`src/rtl/vending_machine_multi.sv`:
```
// vending_machine_multi
//   N-product vending controller with per-product price and stock. Accepts
//   1/2/5 zl coins, vends once credit covers the selected price, and returns
//   change greedily (5, 2, 1) as one coin pulse per cycle. Cancel refunds all
//   credit. Every output is a register.
// Ports:
//   clk         rising-edge clock
//   reset       asynchronous active-low reset
//   BTN         product select buttons (level, edge detected)
//   cancel      refund request (level)
//   restock     reload every stock counter (level, IDLE only)
//   Money_in    coin code 001=1, 010=2, 100=5, 000=none
//   product     one-cycle one-hot dispense pulse
//   delivered   one-cycle pulse coincident with product
//   LED         selected-product indicator
//   sold_out    per-product stock==0
//   credit      current credit in zl
//   coin_reject one-cycle pulse when a coin is refused
//   coin_out    one-cycle change coin, Money_in encoding
//   busy        high in VEND and CHANGE
module vending_machine_multi #(
   parameter int                             N_PRODUCTS = 3,
   parameter int                             CREDIT_W   = 8,
   parameter logic [N_PRODUCTS*CREDIT_W-1:0] PRICES     = {8'd5, 8'd4, 8'd3},
   parameter int                             MAX_CREDIT = 20,
   parameter int                             STOCK_W    = 4,
   parameter int                             STOCK_INIT = 5
) (
   input  logic                  clk,
   input  logic                  reset,
   input  logic [N_PRODUCTS-1:0] BTN,
   input  logic                  cancel,
   input  logic                  restock,
   input  logic [2:0]            Money_in,
   output logic [N_PRODUCTS-1:0] product,
   output logic                  delivered,
   output logic [N_PRODUCTS-1:0] LED,
   output logic [N_PRODUCTS-1:0] sold_out,
   output logic [CREDIT_W-1:0]   credit,
   output logic                  coin_reject,
   output logic [2:0]            coin_out,
   output logic                  busy
);

   localparam int SEL_W = (N_PRODUCTS > 1) ? $clog2(N_PRODUCTS) : 1;
   localparam logic [CREDIT_W:0]   MAXC  = (CREDIT_W+1)'(MAX_CREDIT);
   localparam logic [STOCK_W-1:0]  SINIT = STOCK_W'(STOCK_INIT);
   localparam logic [STOCK_W-1:0]  S_ONE = STOCK_W'(1);

   typedef enum logic [1:0] {S_IDLE, S_SELECTED, S_VEND, S_CHANGE} state_t;

   state_t                             r_state;
   logic [SEL_W-1:0]                   r_sel;
   logic [2:0]                         r_money_prev;
   logic [N_PRODUCTS-1:0]              r_btn_prev;
   logic [N_PRODUCTS-1:0][STOCK_W-1:0] r_stock;

   logic                  w_coin_evt, w_coin_ok, w_coin_acc, w_coin_rej;
   logic [CREDIT_W-1:0]   w_coin_val, w_credit_in, w_price, w_chg_val;
   logic [CREDIT_W:0]     w_credit_sum;
   logic [2:0]            w_chg_code;
   logic [N_PRODUCTS-1:0] w_btn_edge;
   logic                  w_btn_hit;
   logic [SEL_W-1:0]      w_btn_idx;

   // Coin decode; only one-hot codes carry value.
   always_comb begin
      w_coin_val = '0;
      w_coin_ok  = 1'b1;
      case (Money_in)
         3'b001:  w_coin_val = CREDIT_W'(1);
         3'b010:  w_coin_val = CREDIT_W'(2);
         3'b100:  w_coin_val = CREDIT_W'(5);
         default: w_coin_ok  = 1'b0;
      endcase
   end

   assign w_coin_evt   = (Money_in != 3'b000) && (r_money_prev == 3'b000);
   assign w_credit_sum = {1'b0, credit} + {1'b0, w_coin_val};
   assign w_coin_acc   = w_coin_evt && w_coin_ok && (w_credit_sum <= MAXC) &&
                         (r_state == S_IDLE || r_state == S_SELECTED);
   assign w_coin_rej   = w_coin_evt && !w_coin_acc;
   // Credit after this cycle's coin; everything that subtracts builds on it
   // so a coin landing together with cancel or vend is never lost.
   assign w_credit_in  = w_coin_acc ? w_credit_sum[CREDIT_W-1:0] : credit;

   // Sold-out products never produce a usable edge.
   assign w_btn_edge = BTN & ~r_btn_prev & ~sold_out;

   // Descending scan so the lowest set index is the one left standing.
   always_comb begin
      w_btn_hit = 1'b0;
      w_btn_idx = '0;
      for (int i = N_PRODUCTS - 1; i >= 0; i--) begin
         if (w_btn_edge[i]) begin
            w_btn_hit = 1'b1;
            w_btn_idx = SEL_W'(i);
         end
      end
   end

   always_comb begin
      w_price = '0;
      for (int i = 0; i < N_PRODUCTS; i++)
         if (r_sel == SEL_W'(i)) w_price = PRICES[i*CREDIT_W +: CREDIT_W];
   end

   // Largest coin not exceeding the credit to be refunded.
   always_comb begin
      w_chg_val  = '0;
      w_chg_code = 3'b000;
      if (w_credit_in >= CREDIT_W'(5)) begin
         w_chg_val = CREDIT_W'(5); w_chg_code = 3'b100;
      end else if (w_credit_in >= CREDIT_W'(2)) begin
         w_chg_val = CREDIT_W'(2); w_chg_code = 3'b010;
      end else if (w_credit_in != '0) begin
         w_chg_val = CREDIT_W'(1); w_chg_code = 3'b001;
      end
   end

   always_ff @(posedge clk or negedge reset) begin
      if (!reset) begin
         r_state      <= S_IDLE;
         r_sel        <= '0;
         r_money_prev <= 3'b000;
         r_btn_prev   <= '0;
         r_stock      <= {N_PRODUCTS{SINIT}};
         product      <= '0;
         delivered    <= 1'b0;
         LED          <= '0;
         sold_out     <= '0;
         credit       <= '0;
         coin_reject  <= 1'b0;
         coin_out     <= 3'b000;
         busy         <= 1'b0;
      end else begin
         r_money_prev <= Money_in;
         r_btn_prev   <= BTN;
         coin_reject  <= w_coin_rej;
         product      <= '0;
         delivered    <= 1'b0;
         coin_out     <= 3'b000;
         credit       <= w_credit_in;
         case (r_state)
            S_IDLE: begin
               if (cancel && w_credit_in != '0) begin
                  // First refund coin goes out on the same edge that enters CHANGE.
                  r_state  <= S_CHANGE;
                  busy     <= 1'b1;
                  coin_out <= w_chg_code;
                  credit   <= w_credit_in - w_chg_val;
               end else if (w_btn_hit) begin
                  r_sel   <= w_btn_idx;
                  LED     <= N_PRODUCTS'(1) << w_btn_idx;
                  r_state <= S_SELECTED;
               end else if (restock) begin
                  r_stock  <= {N_PRODUCTS{SINIT}};
                  sold_out <= '0;
               end
            end
            S_SELECTED: begin
               if (cancel) begin
                  LED <= '0;
                  if (w_credit_in != '0) begin
                     r_state  <= S_CHANGE;
                     busy     <= 1'b1;
                     coin_out <= w_chg_code;
                     credit   <= w_credit_in - w_chg_val;
                  end else begin
                     r_state <= S_IDLE;
                  end
               end else if (w_btn_hit) begin
                  r_sel <= w_btn_idx;
                  LED   <= N_PRODUCTS'(1) << w_btn_idx;
               end else if (credit >= w_price) begin
                  // Registered credit: a coin landing now is counted first and
                  // only feeds the check on the next edge.
                  r_state          <= S_VEND;
                  busy             <= 1'b1;
                  product          <= N_PRODUCTS'(1) << r_sel;
                  delivered        <= 1'b1;
                  credit           <= w_credit_in - w_price;
                  r_stock[r_sel]   <= r_stock[r_sel] - S_ONE;
                  sold_out[r_sel]  <= (r_stock[r_sel] == S_ONE);
               end
            end
            S_VEND: begin
               LED <= '0;
               if (w_credit_in != '0) begin
                  r_state  <= S_CHANGE;
                  coin_out <= w_chg_code;
                  credit   <= w_credit_in - w_chg_val;
               end else begin
                  r_state <= S_IDLE;
                  busy    <= 1'b0;
               end
            end
            S_CHANGE: begin
               // Each CHANGE cycle shows one coin; credit already reflects it.
               if (w_credit_in != '0) begin
                  coin_out <= w_chg_code;
                  credit   <= w_credit_in - w_chg_val;
               end else begin
                  r_state <= S_IDLE;
                  busy    <= 1'b0;
               end
            end
            default: r_state <= S_IDLE;
         endcase
      end
   end

endmodule

```
`config.mk`:
```
export PLATFORM = sky130hd
export DESIGN_NAME = vending_machine_multi
export DESIGN_NICKNAME = d
export VERILOG_FILES = /design/src/rtl/vending_machine_multi.sv
export SDC_FILE = /design/constraint.sdc
export NUM_CORES = 1
export LEC_CHECK = 0
export CAP_MARGIN = 10
export CORE_ASPECT_RATIO = 1.4
export CORE_MARGIN = 4
export CORE_UTILIZATION = 54
export CTS_BUF_LIST = sky130_fd_sc_hd__clkbuf_8
export CTS_CLUSTER_SIZE = 30
export DETAILED_ROUTE_END_ITERATION = 6
export PLACE_DENSITY_LB_ADDON = 0.15
export SLEW_MARGIN = 20
export SYNTH_ARGS = -nofsm -noshare
export SYNTH_HDL_FRONTEND = slang
export SYNTH_SLANG_ARGS = --single-unit
```
`constraint.sdc`:
```
create_clock -name clk -period 4.4 [get_ports clk]
set_input_delay 1.32 -clock clk [delete_from_list [all_inputs] [get_ports clk]]
set_output_delay 1.32 -clock clk [all_outputs]
set_load 0.02 [all_outputs]
```
* Word level (Yosys, flattened, before mapping) *
Cells that the tools add are included.

operators by class
  reductions and logical operators = 23
  bitwise logic cells = 4
  equality and inequality tests = 22
  multiplexer cells = 81
  shift operators = 2
  magnitude comparators = 6
  $add $sub $neg = 4

operators by type and width
  cell                                                             count
  2-to-1 mux 12 bit                                                6
  2-to-1 mux 8 bit                                                 8
  2-to-1 mux 3 bit                                                 18
  2-to-1 mux 2 bit                                                 16
  case mux 3 bit (3 select lines)                                  3
  case mux 12 bit (2 select lines)                                 1
  case mux 8 bit (3 select lines)                                  1
  2-to-1 mux 1 bit                                                 17
  subtractor 8 bit                                                 2
  != test 2 bit (second input constant)                            7
  bitwise mux 12 bit                                               1
  adder 8 x 8 -> 9 bit                                             1
  less-or-equal comparator 9 x 5 -> 1 bit (second input constant)  1
  != test 3 x 2 -> 1 bit (second input constant)                   3
  binary-select mux 4 bit (select 2 bit)                           1
  demux 4 bit (select 2 bit)                                       1
  >= comparator 8 x 2 -> 1 bit (second input constant)             1
  >= comparator 8 x 3 -> 1 bit (second input constant)             1
  >= comparator 8 bit                                              1
  2-to-1 mux 4 bit                                                 2
  case mux 2 bit (4 select lines)                                  1
  nonzero test 8 bit                                               1
  logical AND 1 bit                                                7
  AND reduction 7 bit                                              1
  other kinds (31)                                                 40

word-level totals
  output and inout bits = 23
  word-level logic and storage cells = 157
  register bits after elaboration = 45

* Logic depth before layout (Yosys ltp) *
  depth after elaboration = 15
  gate-level depth with buffers = 23

* Worst setup path after synthesis *
No wires, ideal clock.

  path type = input port to flip-flop
  start = input Money_in[0]
  end = register credit[6]
  cell stages on the path = 20
  data required time = 4306 ps
  slack = -1487 ps
  data arrival time = 5793 ps
  buffers on the path = 1
  cells stage by stage = or3b_2 fa_1 nand2b_1 a31o_2 o22ai_1 nand3_2 nor2_1 mux2i_1 o21ai_0 and3_1 buf_2 nand2_1 ha_1 inv_1 fa_1 a21oi_1 nand2_1 xor2_1 a311o_1 a221oi_2

between the ends
  cells in the longest elaborated chain, start to end = 15
  elaborated cells between the ends (all ways) = 29

ends and longest elaborated chain
  item                                                                          RTL line  RTL
  start: declaration                                                            34        input logic [2:0] Money_in,
  == test 3 bit (tied with other cells)                                         70        case (Money_in)
  case mux 3 bit (3 select lines) or OR reduction 3 bit (tied branches)         --
  adder 8 x 8 -> 9 bit or 2-to-1 mux 1 bit (tied branches)                      79, 70
  less-or-equal comparator 9 x 5 -> 1 bit or logical AND 1 bit (tied branches)  80        assign w_coin_acc = w_coin_evt && w_coin_ok && (w_credit_sum <= MAXC) &&
  logical AND 1 bit (2 in a row)                                                80
  2-to-1 mux 8 bit *                                                            85        assign w_credit_in = w_coin_acc ? w_credit_sum[CREDIT_W-1:0] : credit;
  branches (longest 7 deep; another with >= comparator 8 x 2 -> 1 bit)          --
  case mux 8 bit (3 select lines) *                                             144       case (r_state)
  end signal: assignment                                                        151       credit <= w_credit_in - w_chg_val;
  end signal: assignment                                                        168       credit <= w_credit_in - w_chg_val;
  end signal: assignment                                                        192       credit <= w_credit_in - w_chg_val;
  end: declaration                                                              39        output logic [CREDIT_W-1:0] credit,

Every way passes the cells marked *.
A chain may end at the register's enable or synchronous reset.

* Final worst setup path *
  start = input Money_in[2]
  end = register credit[6]

The elaborated chain is that of the path after synthesis.

==> impl_metrics.tcl <==
set metrics [dict create \
    vias 3606 \
    tightest_slew_ns 0.697 \
    setup_viol 7 \
    ys_seq_area_share_pct 32.1 \
    hpwl_um 7220 \
    numPortBuffers 32 \
    synth-seq-cells 45 \
    synthCells 408 \
    cts-buffers-inserted 5 \
    clockBufferDepth 2 \
    wl_per_cell_um 18.2 \
    outcome "finished, violations left" \
    clk_latency_ns 0.31 \
    crit_path_max_fanout 3 \
    via_per_inst 6.23 \
    cts_htree_levels 2 \
    die_w_um 76.3 \
    grt_pass1_vias 3549 \
    hold_depth 2 \
    max_clock_freq_ghz 0.194 \
    worstRegToRegCells 19 \
    cts_tree "yes" \
    root_buffer "clkbuf_8" \
    cp-start-kind "primary input" \
    ys_async_sr_fraction_pct 100 \
    slew_viol_final 0 \
    crit_arrival_ns 5.36 \
    finish.utilization_pct 77.2 \
    min_period_ns 5.14 \
    hold_class "reg -> reg" \
    yosysWarnings 0 \
    leakagePower_nw 2.18 \
    nNetsFinal 541 \
    syn_area_per_cell_um2 8.65 \
    overflow 0 \
    syn-num-nets 443 \
    drt_wl_total_um 10500 \
    slew_headroom_pct 52.2 \
    rows 34 \
    grt_pass1_wl_um 16700 \
    crit_type "in -> reg" \
    antennaDiodeCount 0 \
    drtIter0Drc 246 \
    start_util_pct 56.1 \
    core-area_mm2 0.00630 \
    period_share_pct 117 \
    crit_path_end_kind "flop" \
    ant_nets 0 \
    die_h_um 104 \
    syn-cell-area_mm2 0.00353 \
    violations "negative setup slack" \
    required_ns 4.62 \
    ys_types 68 \
    gp_congestion 0.953 \
    synth_edf_count 0 \
    hold_viol_final 0 \
    rsz0062_at_grt "yes" \
    syn_to_final_growth_pct 37.7 \
    track_usage_pct 25.6 \
    finClkSkew_ns 0.0125 \
    path_clk_slew_ns 0.09 \
    maxCapViolCount 0 \
    synth_ff_type "dfrtp_1" \
    clkSinkCount 45 \
    fin_ws_ns -0.743 \
    drt_pass1_iterations 5 \
    hold_buffers 0 \
    power_density_mw_per_mm2 837 \
    grt_antenna_before_repair 0 \
    io_pins 33 \
    drive_above_1_share_pct 32.1 \
    power_mw 4.07 \
    grt_start_max_net_pins 46 \
    dieArea_mm2 0.00791 \
    drc 0 \
    peakVddDrop_uv 511 \
]
## worst max-delay path, stage by stage
cell      delay [ns]
buf_8           0.10
xnor2_2         0.12
nor2_1          0.11
ha_2            0.21
inv_2           0.05
fa_2            0.54
nor2b_4         0.14
o32ai_2         0.07
o22ai_2         0.21
nand3_2         0.13
nor2_4          0.17
mux2_4          0.33
o21ai_2         0.13
and3_4          0.23
buf_6           0.11
nand2b_4        0.06
fa_2            0.41
a21oi_2         0.18
nand2_2         0.10
xor2_2          0.15
a311o_1         0.34
a221oi_2        0.17
## cell families after synthesis
family	count (synthesis)	synth area share [%]
simple gates	146	21.4
compound gates	124	26.0
buf+inv	48	5.56
flops	45	32.1
fa+ha+maj	25	9.50
xor+xnor	10	2.48
mux	10	2.91
## state kept, by name, summed over array words and instances, names as in the netlist
| register | flops |
|---|---|
| r_stock | 12 |
| credit | 8 |
| LED | 3 |
| coin_out | 3 |
| product | 3 |
| r_btn_prev | 3 |
| r_money_prev | 3 |
| sold_out | 3 |
| r_sel | 2 |
| r_state | 2 |
| busy | 1 |
| coin_reject | 1 |
| delivered | 1 |
## cell usage after synthesis (all sizes together) (8+ instances only)
master   number  area, um2
clkbuf       10       37.5
o211ai       10       75.1
ha           22        275
a2111oi       8       76.3
inv          31        116
a211oi        8       65.1
mux2i         8       80.1
nor3         11       66.3
a21oi        18       93.8
a31oi         8       50.1
dfrtp        39        976
nand2        42        158
nand2b       11       68.8
nor2         28        105
o21ai        26        149
and2         12       75.1
nor2b        13       81.3
## cell type report
| class | count | area, um2 |
|---|---|---|
| Multi-Input combinational cell | 315 | 2510 |
| Fill cell | 460 | 1430 |
| Tap cell | 72 | 90.1 |
| Inverter | 31 | 116 |
| Sequential cell | 45 | 1130 |
| Clock buffer | 5 | 68.8 |
| Timing Repair Buffer | 108 | 917 |
| Clock inverter | 3 | 25.0 |
## cells in the final DEF, fill, tap and decap left out, types with 3 or more instances in the layout
| master | count |
|---|---|
| buf_4 | 73 |
| dfrtp_1 | 39 |
| nand2_1 | 38 |
| inv_1 | 29 |
| clkdlybuf4s50_1 | 28 |
| nor2_1 | 26 |
| ha_1 | 18 |
| o21ai_0 | 14 |
| a21oi_1 | 13 |
| and2_1 | 12 |
| nor2b_1 | 10 |
| nand2b_1 | 10 |
| nor3_1 | 10 |
| o211ai_1 | 10 |
| mux2i_1 | 7 |
| a31oi_1 | 7 |
| a211oi_1 | 7 |
| or2_2 | 7 |
| a211o_1 | 6 |
| dfstp_2 | 6 |
| a2111oi_2 | 5 |
| o21ai_2 | 5 |
| nor3b_1 | 5 |
| clkbuf_8 | 5 |
| xnor2_1 | 4 |
| o21ai_1 | 4 |
| a21oi_2 | 4 |
| a22oi_1 | 3 |
| a21o_1 | 3 |
| o32ai_1 | 3 |
| xor2_1 | 3 |
| nor2b_4 | 3 |
| o21ai_4 | 3 |
| nand3_1 | 3 |
| ha_4 | 3 |
| buf_6 | 3 |
## worst paths after layout
| kind | startpoint | to | slack, ns |
|---|---|---|---|
| worst min-delay path | r_stock[6]$_DFFE_PN1P_ | r_stock[6]$_DFFE_PN1P_ | 0.49 |
| worst max-delay path | Money_in[2] | credit[6]$_DFF_PN0_ | -0.74 |
| max in group asynchronous | reset | r_stock[8]$_DFFE_PN1P_ | 3.00 |
| worst min register to register | r_stock[6]$_DFFE_PN1P_ | r_stock[6]$_DFFE_PN1P_ | 0.49 |
| min in group asynchronous | reset | credit[3]$_DFF_PN0_ | 0.99 |
| worst max register to register | credit[0]$_DFF_PN0_ | credit[6]$_DFF_PN0_ | 0.12 |
## power breakdown
| part | internal [mW] | leakage (nW) | total (mW) | switching (mW) |
|---|---|---|---|---|
| Combinational | 1.42 | 1.58 | 3.06 | 1.64 |
| Clock | 0.115 | 0.0447 | 0.270 | 0.156 |
| Sequential | 0.579 | 0.556 | 0.742 | 0.163 |
| Total | 2.12 | 2.18 | 4.07 | 1.95 |
## per-stage QoR
stage               std cells  setup slack [ns]  hold WS (ns)  TNS [ns]  area, um2
floorplan                 408             -1.04         0.456     -5.75       3590
global placement          552             -1.40         0.469    -23.53       4340
detailed placement        552             -1.56         0.475    -27.19       4340
CTS                       574            -0.768         0.489     -4.23       4640
global route              579            -0.951         0.520     -6.16       4860
finish                    579            -0.743         0.488     -4.19       4860
## routing by layer
| layer | vias up | GRT usage [%] | wire [um] |
|---|---|---|---|
| met5 | - | 0 | 0 |
| met4 | 0 | 11.5 | 491 |
| met3 | 48 | 2.95 | 556 |
| met2 | 164 | 48.6 | 5540 |
| met1 | 1709 | 28.0 | 3940 |
| li1 | 1685 | - | - |
## timing repair
action | CTS | global route
resized for setup | 42 | 37
setup buffers | 15 | 5
setup endpoints to repair | 34 | 34
pin swaps | 23 | 26
No activity file was read; power rests on OpenSTA's default activity.
